**config.mk**
```make
export PLATFORM = sky130hd
export DESIGN_NAME = exe_stage
export DESIGN_NICKNAME = d
export VERILOG_FILES = /design/src/rtl/exe_stage_pkg.sv /design/src/rtl/exe_divider.sv /design/src/rtl/exe_stage.sv
export SDC_FILE = /design/constraint.sdc
export NUM_CORES = 1
export LEC_CHECK = 0
export BUFFER_PORTS_ARGS = -buffer_cell sky130_fd_sc_hd__buf_2
export CAP_MARGIN = 10
export CORE_UTILIZATION = 63
export CTS_BUF_LIST = sky130_fd_sc_hd__clkbuf_8
export DETAILED_ROUTE_END_ITERATION = 7
export MAX_ROUTING_LAYER = met4
export PLACE_DENSITY_LB_ADDON = 0.12
export SLEW_MARGIN = 20
export SYNTH_ARGS = -nofsm -noshare
export SYNTH_HDL_FRONTEND = slang
export SYNTH_HIERARCHICAL = 1
export SYNTH_SLANG_ARGS = --single-unit
```
**constraint.sdc**
```tcl
create_clock -name clk -period 7.5 [get_ports clk]
set_input_delay 0.75 -clock clk [delete_from_list [all_inputs] [get_ports clk]]
set_output_delay 0.75 -clock clk [all_outputs]
set_load 0.02 [all_outputs]
```
**src/rtl/exe_stage_pkg.sv**
```systemverilog
// Shared definitions for the execute stage: bus widths, decode-bus field
// offsets, ALU/divide opcode bit positions, divider state encoding and an
// absolute-value helper used by the divider.
package exe_stage_pkg;

   localparam int DS_ES_BUS_W = 120;
   localparam int ES_MS_BUS_W = 39;

   // decode payload field offsets
   localparam int BUS_ALU_OP_LSB   = 108;
   localparam int BUS_DIV_OP_LSB   = 104;
   localparam int BUS_RES_FROM_MEM = 103;
   localparam int BUS_MEM_WE       = 102;
   localparam int BUS_RF_WE        = 101;
   localparam int BUS_RF_WADDR_LSB = 96;
   localparam int BUS_RKD_LSB      = 64;
   localparam int BUS_SRC1_LSB     = 32;
   localparam int BUS_SRC2_LSB     = 0;

   // alu_op one-hot bit positions
   localparam int ALU_ADD  = 0;
   localparam int ALU_SUB  = 1;
   localparam int ALU_SLT  = 2;
   localparam int ALU_SLTU = 3;
   localparam int ALU_AND  = 4;
   localparam int ALU_NOR  = 5;
   localparam int ALU_OR   = 6;
   localparam int ALU_XOR  = 7;
   localparam int ALU_SLL  = 8;
   localparam int ALU_SRL  = 9;
   localparam int ALU_SRA  = 10;
   localparam int ALU_LUI  = 11;

   // div_op one-hot bit positions
   localparam int DIV_W  = 0;
   localparam int MOD_W  = 1;
   localparam int DIV_WU = 2;
   localparam int MOD_WU = 3;

   typedef enum logic [1:0] {IDLE, BUSY, DONE} div_state_t;

   // Magnitude of v when it is to be read as signed; pass-through otherwise.
   function automatic logic [31:0] abs32(input logic [31:0] v, input logic is_signed);
      return (is_signed && v[31]) ? (~v + 32'd1) : v;
   endfunction

endpackage

```
**src/rtl/exe_divider.sv**
```systemverilog
// Radix-2 restoring divider, 32 iterations. Signed operations divide the
// magnitudes and fix the signs at the output: quotient negated when operand
// signs differ, remainder follows the dividend. Divide by zero returns an
// all-ones quotient and the dividend as remainder. The result is held in
// DONE until ack.
module exe_divider
   import exe_stage_pkg::*;
(
   input  logic        clk,
   input  logic        resetn,
   input  logic        start,
   input  logic        signed_op,
   input  logic [31:0] dividend,
   input  logic [31:0] divisor,
   output logic        busy,
   output logic        done,
   input  logic        ack,
   output logic [31:0] quotient,
   output logic [31:0] remainder
);

   div_state_t  state, state_nxt;
   logic [4:0]  count;
   logic [31:0] rem_q;     // partial remainder
   logic [31:0] quo_q;     // dividend bits shift out the top, quotient bits in the bottom
   logic [31:0] dsr_q;     // divisor magnitude
   logic [31:0] dvd_q;     // original dividend, returned on divide by zero
   logic        neg_q, neg_r, dz;
   logic [32:0] trial, diff;
   logic        q_bit;
   logic [31:0] rem_nxt;

   // one restoring step: shift in the next dividend bit, subtract if it fits
   always_comb begin
      trial   = {rem_q, quo_q[31]};
      diff    = trial - {1'b0, dsr_q};
      q_bit   = ~diff[32];
      rem_nxt = q_bit ? diff[31:0] : trial[31:0];
   end

   // next-state logic
   always_comb begin
      state_nxt = state;
      case (state)
         IDLE:    if (start) state_nxt = BUSY;
         BUSY:    if (count == 5'd31) state_nxt = DONE;
         DONE:    if (ack) state_nxt = IDLE;
         default: state_nxt = IDLE;
      endcase
   end

   // state register, operand capture and iteration datapath
   always_ff @(posedge clk) begin
      if (!resetn) begin
         state <= IDLE;
         count <= 5'd0;
         rem_q <= 32'd0;
         quo_q <= 32'd0;
         dsr_q <= 32'd0;
         dvd_q <= 32'd0;
         neg_q <= 1'b0;
         neg_r <= 1'b0;
         dz    <= 1'b0;
      end else begin
         state <= state_nxt;
         if (state == IDLE && start) begin
            rem_q <= 32'd0;
            quo_q <= abs32(dividend, signed_op);
            dsr_q <= abs32(divisor, signed_op);
            dvd_q <= dividend;
            neg_q <= signed_op & (dividend[31] ^ divisor[31]);
            neg_r <= signed_op & dividend[31];
            dz    <= (divisor == 32'd0);
            count <= 5'd0;
         end else if (state == BUSY) begin
            rem_q <= rem_nxt;
            quo_q <= {quo_q[30:0], q_bit};
            count <= count + 5'd1;
         end
      end
   end

   // sign correction and divide-by-zero override
   always_comb begin
      quotient  = neg_q ? (~quo_q + 32'd1) : quo_q;
      remainder = neg_r ? (~rem_q + 32'd1) : rem_q;
      if (dz) begin
         quotient  = 32'hFFFF_FFFF;
         remainder = dvd_q;
      end
   end

   assign busy = (state == BUSY);
   assign done = (state == DONE);

endmodule

```
**src/rtl/exe_stage.sv**
```systemverilog
// Execute stage: latches one instruction from decode, computes the ALU
// result (or divider result for div/mod), issues the data-SRAM request on
// the transfer cycle and forwards {res_from_mem, rf_we, rf_waddr, result}.
// Handshake: an instruction moves from EXE to MEM on a cycle where
// es2ms_valid and ms_allowin are both high; EXE accepts from decode when
// ds2es_valid and es_allowin are both high.
// Build option: define EXE_DIV_EN to include the iterative divider; without
// it div_op is ignored and every instruction completes in one cycle.
module exe_stage
   import exe_stage_pkg::*;
(
   input  logic                   clk,
   input  logic                   resetn,
   output logic                   es_allowin,
   input  logic                   ds2es_valid,
   input  logic [DS_ES_BUS_W-1:0] ds_es_bus,
   input  logic [31:0]            ds_pc,
   input  logic                   ms_allowin,
   output logic [ES_MS_BUS_W-1:0] es_rf_zip,
   output logic                   es2ms_valid,
   output logic [31:0]            es_pc,
   output logic                   data_sram_en,
   output logic [3:0]             data_sram_we,
   output logic [31:0]            data_sram_addr,
   output logic [31:0]            data_sram_wdata
);

   logic        es_valid, es_ready_go, handoff;
   logic [11:0] alu_op;
   logic [3:0]  div_op;
   logic        res_from_mem, mem_we, rf_we;
   logic [4:0]  rf_waddr;
   logic [31:0] rkd_value, src1, src2;
   logic [31:0] alu_result, es_result;

   assign es_allowin  = ~es_valid | (es_ready_go & ms_allowin);
   assign es2ms_valid = es_valid & es_ready_go;
   assign handoff     = es2ms_valid & ms_allowin;

   // valid bit: updated whenever the stage can accept, otherwise held
   always_ff @(posedge clk) begin
      if (!resetn)         es_valid <= 1'b0;
      else if (es_allowin) es_valid <= ds2es_valid;
   end

   // payload latch on an accepted instruction
   always_ff @(posedge clk) begin
      if (!resetn) begin
         alu_op       <= 12'd0;
         div_op       <= 4'd0;
         res_from_mem <= 1'b0;
         mem_we       <= 1'b0;
         rf_we        <= 1'b0;
         rf_waddr     <= 5'd0;
         rkd_value    <= 32'd0;
         src1         <= 32'd0;
         src2         <= 32'd0;
         es_pc        <= 32'd0;
      end else if (ds2es_valid && es_allowin) begin
         alu_op       <= ds_es_bus[BUS_ALU_OP_LSB +: 12];
         div_op       <= ds_es_bus[BUS_DIV_OP_LSB +: 4];
         res_from_mem <= ds_es_bus[BUS_RES_FROM_MEM];
         mem_we       <= ds_es_bus[BUS_MEM_WE];
         rf_we        <= ds_es_bus[BUS_RF_WE];
         rf_waddr     <= ds_es_bus[BUS_RF_WADDR_LSB +: 5];
         rkd_value    <= ds_es_bus[BUS_RKD_LSB +: 32];
         src1         <= ds_es_bus[BUS_SRC1_LSB +: 32];
         src2         <= ds_es_bus[BUS_SRC2_LSB +: 32];
         es_pc        <= ds_pc;
      end
   end

   // one-hot ALU, 32-bit wrapping arithmetic
   always_comb begin
      alu_result = 32'd0;
      if (alu_op[ALU_ADD])       alu_result = src1 + src2;
      else if (alu_op[ALU_SUB])  alu_result = src1 - src2;
      else if (alu_op[ALU_SLT])  alu_result = {31'd0, $signed(src1) < $signed(src2)};
      else if (alu_op[ALU_SLTU]) alu_result = {31'd0, src1 < src2};
      else if (alu_op[ALU_AND])  alu_result = src1 & src2;
      else if (alu_op[ALU_NOR])  alu_result = ~(src1 | src2);
      else if (alu_op[ALU_OR])   alu_result = src1 | src2;
      else if (alu_op[ALU_XOR])  alu_result = src1 ^ src2;
      else if (alu_op[ALU_SLL])  alu_result = src1 << src2[4:0];
      else if (alu_op[ALU_SRL])  alu_result = src1 >> src2[4:0];
      else if (alu_op[ALU_SRA])  alu_result = $unsigned($signed(src1) >>> src2[4:0]);
      else if (alu_op[ALU_LUI])  alu_result = src2;
   end

`ifdef EXE_DIV_EN
   logic        div_start, div_fin, div_busy_unused, div_done;
   logic [31:0] div_q, div_r;

   // start only once per instruction; the flag drops when it leaves EXE
   assign div_start = es_valid & (|div_op) & ~div_done;

   // div_done: this instruction has already been handed to the divider
   always_ff @(posedge clk) begin
      if (!resetn)        div_done <= 1'b0;
      else if (handoff)   div_done <= 1'b0;
      else if (div_start) div_done <= 1'b1;
   end

   // busy is not needed here: done alone gates the hand-off
   exe_divider u_div (
      .clk       (clk),
      .resetn    (resetn),
      .start     (div_start),
      .signed_op (div_op[DIV_W] | div_op[MOD_W]),
      .dividend  (src1),
      .divisor   (src2),
      .busy      (div_busy_unused),
      .done      (div_fin),
      .ack       (handoff),
      .quotient  (div_q),
      .remainder (div_r)
   );

   assign es_ready_go = ~(|div_op) | div_fin;
   assign es_result   = (|div_op) ? ((div_op[DIV_W] | div_op[DIV_WU]) ? div_q : div_r)
                                  : alu_result;
`else
   logic div_unused;
   assign div_unused  = ^div_op;
   assign es_ready_go = 1'b1;
   assign es_result   = alu_result;
`endif

   assign es_rf_zip       = {res_from_mem, rf_we & es_valid, rf_waddr, es_result};
   assign data_sram_en    = handoff & (res_from_mem | mem_we);
   assign data_sram_we    = {4{mem_we & handoff}};
   assign data_sram_addr  = alu_result;
   assign data_sram_wdata = rkd_value;

endmodule

```
==> results.ini <==
[outcome]
status = finished, violations left
violations = design-rule violations

[critical_path]
worst-path-buf-inv = 3
reg2reg_from = es2ms_valid
slowest_delay_ps = 640
path_cells = buf_4, inv_1, ha_1, nor2_1, nand3_1, a311oi_1, a211oi_2, o41ai_2, a311oi_1, xnor2_1, nor2_1, a211o_1, buf_2
cp.required_ps = 6750
startpoint_type = flip-flop
crit_arrival_ps = 5010
critical_path_class = reg2out
r2r_slack_ps = 5100
critPathCaptureType = primary output
cp-startpoint = src2[4]
cp_max_fo = 42
cp_num_cells = 13
slowest_stage = a311oi_1
crit_family = compound AO/OA/AOI/OAI gates
worstRegToRegCells = 5

[floorplanning]
std_cell_rows = 57
fp.dieArea_sq_um = 25600
start_util_pct = 64.4
die_x_um = 160
die-height_um = 160
core-area_sq_um = 24400
io_pins = 298

[clocking]
clock_sinks = 149
cts_hold_repair.buffers = 0
path_clk_slew_ps = 110
clk-insertion-delay-late_ps = 480
cts_buffers = 17
postCtsSetupBuffers = 0
clk_root_buffer_cell = clkbuf_8
h-tree-depth = 4
cts_tree = built
cts_repair_resize_count = 0
clk_path_buf_depth = 2

[timing]
rsz0062_at_grt = no
final-setup-viol-count = 0
tightest_slew_ps = 1250
fin_crit_sh_pct = 76.8
slew_headroom_pct = 16.0
finalClockSkew_ps = 16.9
final_max_slew_viol_count = 0
setup_tns_ps = 0
finalHoldViolCount = 0
fmax_ghz = 0.174
hold_ws_ps = 468
period_needed_ps = 5760

[cells_and_area]
final_common_cell = nand2_1
fillCellCount = 2049
final_net_count = 2467
layout_common_cells = nand2_1 (403), buf_2 (292), a21boi_0 (150)
area_delta_synth_final_pct = 9.79
drive_above_1_share_pct = 20.8

[min_path]
min_path_type = reg2reg
hold_start = data_sram_wdata[28]
min_delay_path_depth = 2

[global_route]
grt_overflow_total = 0
grt_pass1_wl_um = 90300
antenna_found_initial = 2
grt_pass1_vias = 16100
grt_max_degree = 150
track_usage_pct = 46.7

[yosys]
async_flop_share_pct = 0
avgSynthCellArea_sq_um = 7.60
synth_warnings = 6
synth-seq-area-share_pct = 19.0
synth_edf_count = 0
syn_nets = 2321
synth_ff_type = dfxtp_1
synth_area_sq_um = 15700
synth_cell_types = 92
synth_seq_cells = 149
synth_cells = 2066

[drt]
wire_per_inst_um = 23.2
via_per_inst = 6.75
vias = 17200
drtIter0Drc = 2625
post-route-drc-count = 2
drtAntennaViolNets = 0
wl_um = 59100
firstDrtPassIters = 8

[flow_run]
timing.max_cap.violations = 0

[power]
totalPowerFinal_w = 0.00284
irDropWorstVdd_uv = 189
leakage_nw = 7.27
power_density_nw_per_um2 = 165

[placed_design]
numPortBuffers = 293
gp_congestion = 1.15
dp_hpwl_um = 43500

==> cell usage after synthesis, drive strengths merged (21+ instances only) <==
cell type / number / area share, %
a21oi: 122 / 3.9
o22ai: 26 / 1.0
a221oi: 21 / 1.3
mux2: 37 / 2.7
mux2i: 56 / 3.6
nand2: 404 / 9.7
a211oi: 34 / 1.7
buf: 95 / 4.1
ha: 97 / 7.7
a22oi: 21 / 1.0
nor2: 129 / 3.1
nor3: 35 / 1.1
inv: 105 / 2.5
a21boi: 150 / 7.2
o211ai: 29 / 1.5
o21ai: 88 / 2.8
dfxtp: 149 / 19
nor2b: 21 / 0.84
clkbuf: 102 / 2.5
xnor2: 44 / 2.5
mux4: 51 / 7.7
==> registers in the layout (all words and copies together), names as in the netlist <==
register	cells
es2ms_valid	1
mem_we	1
data_sram_wdata	32
rf_waddr	5
es_pc	32
alu_op	12
rf_we	1
src2	32
res_from_mem	1
src1	32
==> layer usage <==
| metal | GRT usage (%) | vias up | wire [um] |
|---|---|---|---|
| met3 | 12.3 | 261 | 7830 |
| met1 | 58.2 | 8068 | 22200 |
| met2 | 68.5 | 1243 | 25400 |
| met5 | - | - | 0 |
| li1 | - | 7653 | - |
| met4 | 25.8 | 0 | 3720 |
==> worst reg2reg max path: cells and delay by family (launching register included) <==
| kind | cells | cell delay, ps |
|---|---|---|
| buffers and inverters | 1 | 710 |
| flip-flops | 1 | 360 |
| AND/OR/NAND/NOR | 3 | 1030 |
| AO/OA/AOI/OAI | 1 | 210 |
==> cell families after synthesis <==
family,synth area share (%)
buf+inv,9.23
fa+ha+maj,7.98
mux,14.0
xor+xnor,2.68
flops,19.0
simple gates,18.2
compound gates,28.9
==> area by class of cell <==
class | instances | area, sq um | area share [%]
clock buffer | 17 | 234 | 1.36
tap | 324 | 405 | 2.35
clock inverter | 15 | 194 | 1.13
multi-input combinational | 1611 | 11300 | 65.5
sequential | 149 | 2990 | 17.3
timing repair buffer | 324 | 1710 | 9.89
inverter | 109 | 415 | 2.41
antenna | 2 | 5.00 | 0.0290
==> path summary, 6_finish.rpt <==
kind | endpoint
worst min-delay path | data_sram_wdata[28]
worst min register to register | data_sram_wdata[28]
worst max-delay path | data_sram_addr[21]
worst max register to register | src2[6]
==> metrics by stage <==
| stage | setup WS (ps) | instance area [sq um] | std cells | utilization, % |
|---|---|---|---|---|
| floorplan | 2770 | 15700 | 2066 | - |
| global placement | 2480 | 16800 | 2517 | 68.9 |
| detailed placement | 2500 | 16800 | 2517 | 68.9 |
| CTS | 1970 | 17200 | 2549 | 70.6 |
| global route | 1570 | 17200 | 2551 | 70.7 |
| finish | 1740 | 17200 | 2551 | 70.7 |
==> power by group <==
part / internal (W) / switching (W) / total, W
sequential: 0.000838 / 0.0000806 / 0.000918
clock: 0.000265 / 0.000419 / 0.000684
combinational: 0.000451 / 0.000786 / 0.00124
total: 0.00155 / 0.00129 / 0.00284
Note: power is estimated with default switching activity, not from simulation.
